--- config.mk ---
export PLATFORM = sky130hd
export DESIGN_NAME = uc_multiciclo_hs
export DESIGN_NICKNAME = d
export VERILOG_FILES = /design/src/rtl/uc_multiciclo_hs.sv
export SDC_FILE = /design/constraint.sdc
export NUM_CORES = 1
export LEC_CHECK = 0
export ABC_CLOCK_PERIOD_IN_PS = 2100
export BUFFER_PORTS_ARGS = -buffer_cell sky130_fd_sc_hd__buf_2
export CORE_MARGIN = 5
export CORE_UTILIZATION = 49
export CTS_CLUSTER_DIAMETER = 200
export DETAILED_ROUTE_END_ITERATION = 16
export PLACE_DENSITY_LB_ADDON = 0.3
export SETUP_SLACK_MARGIN = 0.05
export SLEW_MARGIN = 0
export SYNTH_ARGS = -nofsm -noshare
export SYNTH_HDL_FRONTEND = slang
export SYNTH_SLANG_ARGS = --single-unit
--- constraint.sdc ---
create_clock -name clk -period 2.1 [get_ports clk]
set_input_delay 0.105 -clock clk [delete_from_list [all_inputs] [get_ports clk]]
set_output_delay 0.105 -clock clk [all_outputs]
set_load 0.01 [all_outputs]
--- src/rtl/uc_multiciclo_hs.sv ---
// ---------------------------------------------------------------------------
// uc_multiciclo_hs
// Multicycle control unit for the RV64 datapath with a ready handshake to the
// instruction/data memory, a bounded wait timeout, a sticky error state and
// branch/JAL PC-source selection.
//
// States: FETCH=0 DECODE=1 EXEC=2 MEM=3 WB=4 ERR=5.
// Datapath control outputs are decoded from the current state (plus
// mem_ready/flag where the handshake or branch needs it). While reset is high
// every write enable, instr_done and pc_src are held low.
//
// Optional build macro: UC_PERF_CNT_EN
//   defined   -> adds retired[31:0] and stall_cyc[31:0] performance counters
//   undefined -> counters and their ports are absent
// ---------------------------------------------------------------------------
module uc_multiciclo_hs #(
    parameter int unsigned STATE_W      = 4,
    parameter int unsigned WAIT_TIMEOUT = 15,
    parameter int unsigned CNT_W        = 4
) (
    input  logic               clk,
    input  logic               reset,
    input  logic [6:0]         opcode,
    input  logic               flag,
    input  logic               mem_ready,
    output logic [STATE_W-1:0] state,
    output logic [1:0]         aluop,
    output logic               mux1,
    output logic [1:0]         mux2,
    output logic               mux4,
    output logic               pc_src,
    output logic               we_mem,
    output logic               we_reg,
    output logic               we_ir,
    output logic               we_pc,
    output logic               error,
    output logic               instr_done
`ifdef UC_PERF_CNT_EN
    ,
    output logic [31:0]        retired,
    output logic [31:0]        stall_cyc
`endif
);

    // State encodings
    localparam logic [STATE_W-1:0] ST_FETCH  = STATE_W'(0);
    localparam logic [STATE_W-1:0] ST_DECODE = STATE_W'(1);
    localparam logic [STATE_W-1:0] ST_EXEC   = STATE_W'(2);
    localparam logic [STATE_W-1:0] ST_MEM    = STATE_W'(3);
    localparam logic [STATE_W-1:0] ST_WB     = STATE_W'(4);
    localparam logic [STATE_W-1:0] ST_ERR    = STATE_W'(5);

    // Supported opcodes
    localparam logic [6:0] OP_R   = 7'b0110011;
    localparam logic [6:0] OP_LD  = 7'b0000011;
    localparam logic [6:0] OP_SD  = 7'b0100011;
    localparam logic [6:0] OP_B   = 7'b1100011;
    localparam logic [6:0] OP_JAL = 7'b1101111;

    // ALU operation codes towards ALUControl
    localparam logic [1:0] ALU_ADD   = 2'b00;
    localparam logic [1:0] ALU_BRCMP = 2'b01;
    localparam logic [1:0] ALU_FUNCT = 2'b10;

    // Register write-data select
    localparam logic [1:0] WD_MEM   = 2'b00;
    localparam logic [1:0] WD_ALU   = 2'b01;
    localparam logic [1:0] WD_PC4   = 2'b10;

    // Wait-counter limits
    localparam logic [CNT_W-1:0] CNT_MAX     = {CNT_W{1'b1}};
    localparam logic [CNT_W-1:0] TIMEOUT_VAL = CNT_W'(WAIT_TIMEOUT);
    localparam bit               TIMEOUT_EN  = (WAIT_TIMEOUT != 0);

    logic [STATE_W-1:0] state_q, state_d;
    logic [CNT_W-1:0]   cnt_q, cnt_d;
    logic               error_q, error_d;

    logic               waiting_c;
    logic               timeout_c;

    // A memory wait is a not-ready cycle in FETCH or MEM; timeout fires at the limit
    always_comb begin
        waiting_c = ((state_q == ST_FETCH) || (state_q == ST_MEM)) && !mem_ready;
        timeout_c = TIMEOUT_EN && waiting_c && (cnt_q == TIMEOUT_VAL);
    end

    // Next-state, wait counter and sticky error computation
    always_comb begin
        state_d = state_q;
        cnt_d   = '0;
        error_d = error_q;

        case (state_q)
            ST_FETCH: begin
                if (mem_ready) begin
                    state_d = ST_DECODE;
                end
            end
            ST_DECODE: begin
                case (opcode)
                    OP_R, OP_LD, OP_SD, OP_B, OP_JAL: state_d = ST_EXEC;
                    default:                          state_d = ST_ERR;
                endcase
            end
            ST_EXEC: begin
                case (opcode)
                    OP_R:        state_d = ST_WB;
                    OP_LD, OP_SD: state_d = ST_MEM;
                    OP_B, OP_JAL: state_d = ST_FETCH;
                    default:     state_d = ST_ERR;
                endcase
            end
            ST_MEM: begin
                if (mem_ready) begin
                    case (opcode)
                        OP_LD:   state_d = ST_WB;
                        OP_SD:   state_d = ST_FETCH;
                        default: state_d = ST_ERR;
                    endcase
                end
            end
            ST_WB: begin
                state_d = ST_FETCH;
            end
            ST_ERR: begin
                state_d = ST_ERR;
                cnt_d   = cnt_q;
            end
            default: begin
                state_d = ST_ERR;
            end
        endcase

        // Saturating count of consecutive not-ready cycles
        if (waiting_c) begin
            cnt_d = (cnt_q == CNT_MAX) ? cnt_q : cnt_q + CNT_W'(1);
        end

        if (timeout_c) begin
            state_d = ST_ERR;
            cnt_d   = cnt_q;
        end

        if (state_d == ST_ERR) begin
            error_d = 1'b1;
        end
    end

    // State, wait counter and error flops with synchronous reset
    always_ff @(posedge clk) begin
        if (reset) begin
            state_q <= ST_FETCH;
            cnt_q   <= '0;
            error_q <= 1'b0;
        end else begin
            state_q <= state_d;
            cnt_q   <= cnt_d;
            error_q <= error_d;
        end
    end

    // Datapath control decode from the current state
    always_comb begin
        aluop      = ALU_ADD;
        mux1       = 1'b0;
        mux2       = WD_MEM;
        mux4       = 1'b0;
        pc_src     = 1'b0;
        we_mem     = 1'b0;
        we_reg     = 1'b0;
        we_ir      = 1'b0;
        we_pc      = 1'b0;

        case (state_q)
            ST_FETCH: begin
                we_ir = mem_ready;
            end
            ST_EXEC: begin
                case (opcode)
                    OP_R: begin
                        aluop = ALU_FUNCT;
                    end
                    OP_LD, OP_SD: begin
                        aluop = ALU_ADD;
                        mux1  = 1'b1;
                    end
                    OP_B: begin
                        aluop  = ALU_BRCMP;
                        mux4   = 1'b1;
                        pc_src = flag;
                        we_pc  = 1'b1;
                    end
                    OP_JAL: begin
                        mux4   = 1'b1;
                        mux2   = WD_PC4;
                        we_reg = 1'b1;
                        pc_src = 1'b1;
                        we_pc  = 1'b1;
                    end
                    default: begin
                    end
                endcase
            end
            ST_MEM: begin
                // Address operands held for the whole memory stay
                aluop = ALU_ADD;
                mux1  = 1'b1;
                if (opcode == OP_SD) begin
                    we_mem = 1'b1;
                    we_pc  = mem_ready;
                end
            end
            ST_WB: begin
                mux2   = (opcode == OP_LD) ? WD_MEM : WD_ALU;
                we_reg = 1'b1;
                we_pc  = 1'b1;
            end
            default: begin
            end
        endcase

        // A timed-out access commits nothing
        if (timeout_c) begin
            we_mem = 1'b0;
            we_reg = 1'b0;
            we_ir  = 1'b0;
            we_pc  = 1'b0;
            pc_src = 1'b0;
        end

        // No architectural write while reset is being sampled
        if (reset) begin
            we_mem = 1'b0;
            we_reg = 1'b0;
            we_ir  = 1'b0;
            we_pc  = 1'b0;
            pc_src = 1'b0;
        end

        instr_done = we_pc;
    end

    // Status outputs straight from the flops
    always_comb begin
        state = state_q;
        error = error_q;
    end

`ifdef UC_PERF_CNT_EN
    logic [31:0] retired_q, retired_d;
    logic [31:0] stall_q, stall_d;

    // Retired-instruction and stall-cycle counters, wrapping at 2^32
    always_comb begin
        retired_d = retired_q + (instr_done ? 32'd1 : 32'd0);
        stall_d   = stall_q + (waiting_c ? 32'd1 : 32'd0);
    end

    // Performance counter flops
    always_ff @(posedge clk) begin
        if (reset) begin
            retired_q <= '0;
            stall_q   <= '0;
        end else begin
            retired_q <= retired_d;
            stall_q   <= stall_d;
        end
    end

    // Counter outputs
    always_comb begin
        retired   = retired_q;
        stall_cyc = stall_q;
    end
`endif

endmodule
# == Word-level counts from Yosys, hierarchy flattened ==
# Cells that the tools add are included.
# totals
out_inout_bits,17
register_bits,9
# op_classes
mux,38
eq_ne,14
bitwise_logic,1
n_reduce_logical,9
addsub,1
# op_table
op,count
4-bit two-way mux,6
1-bit two-way mux,20
4-bit case mux with 5 select lines,1
"7-bit by 6-bit equality test with 1-bit output, second input constant",2
"7-bit equality test, second input constant",2
"4-bit by 3-bit equality test with 1-bit output, second input constant",3
3-bit case mux with 3 select lines,1
"4-bit by 2-bit equality test with 1-bit output, second input constant",2
2-bit case mux with 2 select lines,2
"7-bit by 2-bit equality test with 1-bit output, second input constant",1
1-bit case mux with 2 select lines,3
3-bit case mux with 2 select lines,1
5-bit OR reduction,1
"4-bit by 1-bit adder with 4-bit output, second input constant",1
"4-bit by 1-bit equality test with 1-bit output, second input constant",1
"4-bit equality test, second input constant",1
4-bit logical NOT,1
2-bit two-way mux,2
"2-bit inequality test, second input constant",2
2-bit OR reduction,2
3-bit two-way mux,1
1-bit case mux with 3 select lines,1
3-bit AND reduction,1
1-bit logical AND,2
3 further kinds,3

# == Logic depth before layout (Yosys ltp) ==
# depth
depth_word,6
ltp_mapped,7

# == Worst setup path before layout ==
# No wires, ideal clock.
# synth_path
kind,flip-flop to output port
startpoint,"reg state_q[3], in the netlist state[3]"
endpoint,out we_pc
path_buffers,2
setup_slack_ns,0.207
arrival_time_ns,1.788
path_stages_with_launch,8
required_time_ns,1.995
path_cell_list,dfxtp_1 -> or2_1 -> buf_6 -> nor3b_2 -> nand4_1 -> a21o_2 -> a31oi_1 -> buf_4
# synth_via
elab_chain_len,6
# synth_rtl
item,line_no,source
from (decl),75,"logic [STATE_W-1:0] state_q, state_d;"
from (signal assigned),157,state_q <= state_d;
4-bit by 2-bit equality test with 1-bit output / 4-bit logical NOT (equally long branches),"84, 175",
1-bit logical OR,84,waiting_c = ((state_q == ST_FETCH) || (state_q == ST_MEM)) && !mem_ready;
1-bit logical AND,84,
1-bit logical AND,85,timeout_c = TIMEOUT_EN && waiting_c && (cnt_q == TIMEOUT_VAL);
1-bit two-way mux (*),224,if (timeout_c) begin
1-bit two-way mux (*),233,if (reset) begin
to (decl),35,"output logic we_pc,"
# Mark *: on every way between the ends. The rest lies on a longest branch, timed or not.

# == Worst setup path after layout ==
# layout_path
startpoint,"reg state_q[2], in the netlist state[2]"
endpoint,out pc_src
# layout_via
elab_chain_len,6
# layout_rtl
item,line_no,source
4-bit by 2-bit equality test with 1-bit output / 4-bit logical NOT (equally long branches),84,
1-bit logical OR,84,
1-bit logical AND,84,
1-bit logical AND,85,
1-bit two-way mux (*),224,
1-bit two-way mux (*),233,
to (decl),31,"output logic pc_src,"
# Marks and branches as above.

==> run metrics <==
post-synthesis sequential area ratio=21.5%; gpl congestion=0.816; CTS H-Tree Depth=1; synth unique cells=42; DRC viols=0; Clock Latency Late Sink=260 ps; Mapped Area=838 µm²; yosys warns=0; Congestion Overflow GR=0; RSZ-0062 raised after global routing=yes; filler instances=155; Top Ports=28; Min-Delay Path Depth=2; Top FF cell, synth=dfxtp_1; number of DRC markers in iteration 0=13; antenna-violating nets left=0; Setup crit start kind=register; input/output buffers=27; Max Cap Viol=0; reg2reg start=state[1]; routed len/inst=13.3 µm; TritonCTS buffer count=3; clock period minus worst slack=2030 ps; worst endpoint required time=2000 ps; via count=880; r2r setup slk=340 ps; multi-input logic area=586 µm²; Core Region=1670 µm²; hold endpoint=state[0]; Die Width=51.4 µm; drt total wl=2080 µm; Power Density=447 nW/µm²; fin. max-slew vios=0; DP Wirelength=1620 µm; CP Max Fanout=4; Hold Crit Class=in2reg; ys async rst share=0%; status=completed; clock slew at reported path FFs=60 ps; Via-to-Cell Ratio=5.64; total power=0.000457 W; skew final=7.72 ps; Mapped Avg Cell Area=7.69 µm²; largest net degree at the start of global routing=12; die height=51.4 µm; final setup fails=0; Fmax=494 MHz; capturing point of the worst reg2reg path=state[0]; hold path startpoint=reset; Worst setup EP type=output port; Mapped Cells=109; Clock Tree Root=clkbuf_4; num rows=15; CTS sink count=9; die area=2640 µm²; CTS tree=yes; CTS Buffer Depth=2; synthesized net count=121; flops & latches, synth=9; fin area=1020 µm²; n_diodes=0; share of cells above drive strength 1=37.4%; first-pass GRT wire length=3310 µm; gr usage total=16.1%; Area Overhead vs Synth=21.9%; Final #Nets=152; Critical Setup Path Class=reg2out; commonest cells after routing, fill and taps aside=buf_2, nor2_1, nand2_1, a21oi_1; effective utilization at floorplan=50.2%; reg2reg path depth=5; Pre-antenna DRT Iters=4; most common cell after layout, fill and taps aside=buf_2; EDFF count, synth=0; P_leak=0.474 nW; period utilisation layout=96.5%; Cell Area, Placed=941 µm²; Fin. Hold Viols=0; Seq. cell area=186 µm²; initial antenna violation count=0; vias in the first global route=769; peak supply drop=0.468 mV; CP arrival=1920 ps
-- metal layers --
metal	global-route usage, %	routed length [µm]	vias up
li1	-	-	446
met1	21.8	948	399
met2	23.7	929	33
met3	5.54	187	2
met4	5.24	10	0
met5	0	0	-
-- cell usage after synthesis, drive strengths merged (2+ instances only) --
master,instances,area (µm²)
nand3,4,20.0
nand4,2,12.5
nor2b,3,18.8
o21ai,3,15.0
nand2,10,37.5
mux2i,2,20.0
xnor2,2,17.5
nand2b,2,12.5
or2,4,25.0
a211oi,3,22.5
dfxtp,9,180
a21o,2,17.5
nor2,15,56.3
nor3,2,10.0
nor4,4,31.3
inv,6,22.5
buf,5,48.8
a2111oi,2,37.5
a21oi,10,50.1
clkbuf,2,27.5
-- registers in the layout (all words and copies together), names as in the netlist --
| signal | flops |
|---|---|
| cnt_q | 4 |
| error | 1 |
| state | 4 |
-- logic make-up after synthesis --
group | after synthesis | share of synthesized area [%]
other cells | 1 | 0.447
buf+inv | 13 | 11.8
flops | 9 | 21.5
xor+xnor | 3 | 3.13
fa+ha+maj | 1 | 1.49
simple gates | 53 | 34.6
mux | 2 | 2.39
compound gates | 27 | 24.6
-- repair_timing --
| item | CTS | global route |
|---|---|---|
| hold buffers | 0 | 0 |
| pin swaps | 1 | 5 |
| buffers inserted | 0 | 3 |
| hold endpoints to repair | 0 | 0 |
| endpoints found under the setup margin | 2 | 5 |
| resized for setup | 1 | 8 |
-- through the flow --
step           utilization (%)  TNS, ps  instances  hold slack (ps)  setup slack, ps
2_1_floorplan                -        0        109              261              207
3_3_place_gp              56.3        0        149              394              270
4_1_cts                   58.1        0        153              128             50.8
5_1_grt                   61.2    -78.1        156              130            -42.6
3_5_place_dp              56.3        0        149              407              257
6_report                  61.2        0        156              134             74.5
-- critical path: stages, from the launching register on --
cell and delay [ps]:
dfxtp_4 340, or2_4 260, nor3b_4 200, nand4_1 190, or3_4 430, a21oi_2 110, buf_2 130
-- layout make-up --
cell class,count,area share [%]
inverter,6,2.20
tap,17,2.08
sequential,9,18.2
timing repair buffer,33,17.6
multi-input combinational,87,57.3
clock buffer,4,2.57
-- power by group --
group          internal (W)  switching (W)  total (W)
clock             0.0000732      0.0000613   0.000134
sequential         0.000180      0.0000116   0.000192
combinational     0.0000553      0.0000761   0.000131
total              0.000308       0.000149   0.000457
-- worst max path at each step --
| stage | startpoint | to | slack (ps) | cells after the start |
|---|---|---|---|---|
| after global placement | state[2] | pc_src | 270 | 6 |
| after CTS | state[3] | pc_src | 50 | 6 |
| after detailed placement | state[3] | pc_src | 260 | 6 |
| after global routing | state[2] | pc_src | -40 | 6 |
| final | state[2] | pc_src | 70 | 6 |
| after floorplan | state[3] | we_pc | 210 | 7 |
Note: power is estimated with default switching activity, not from simulation.
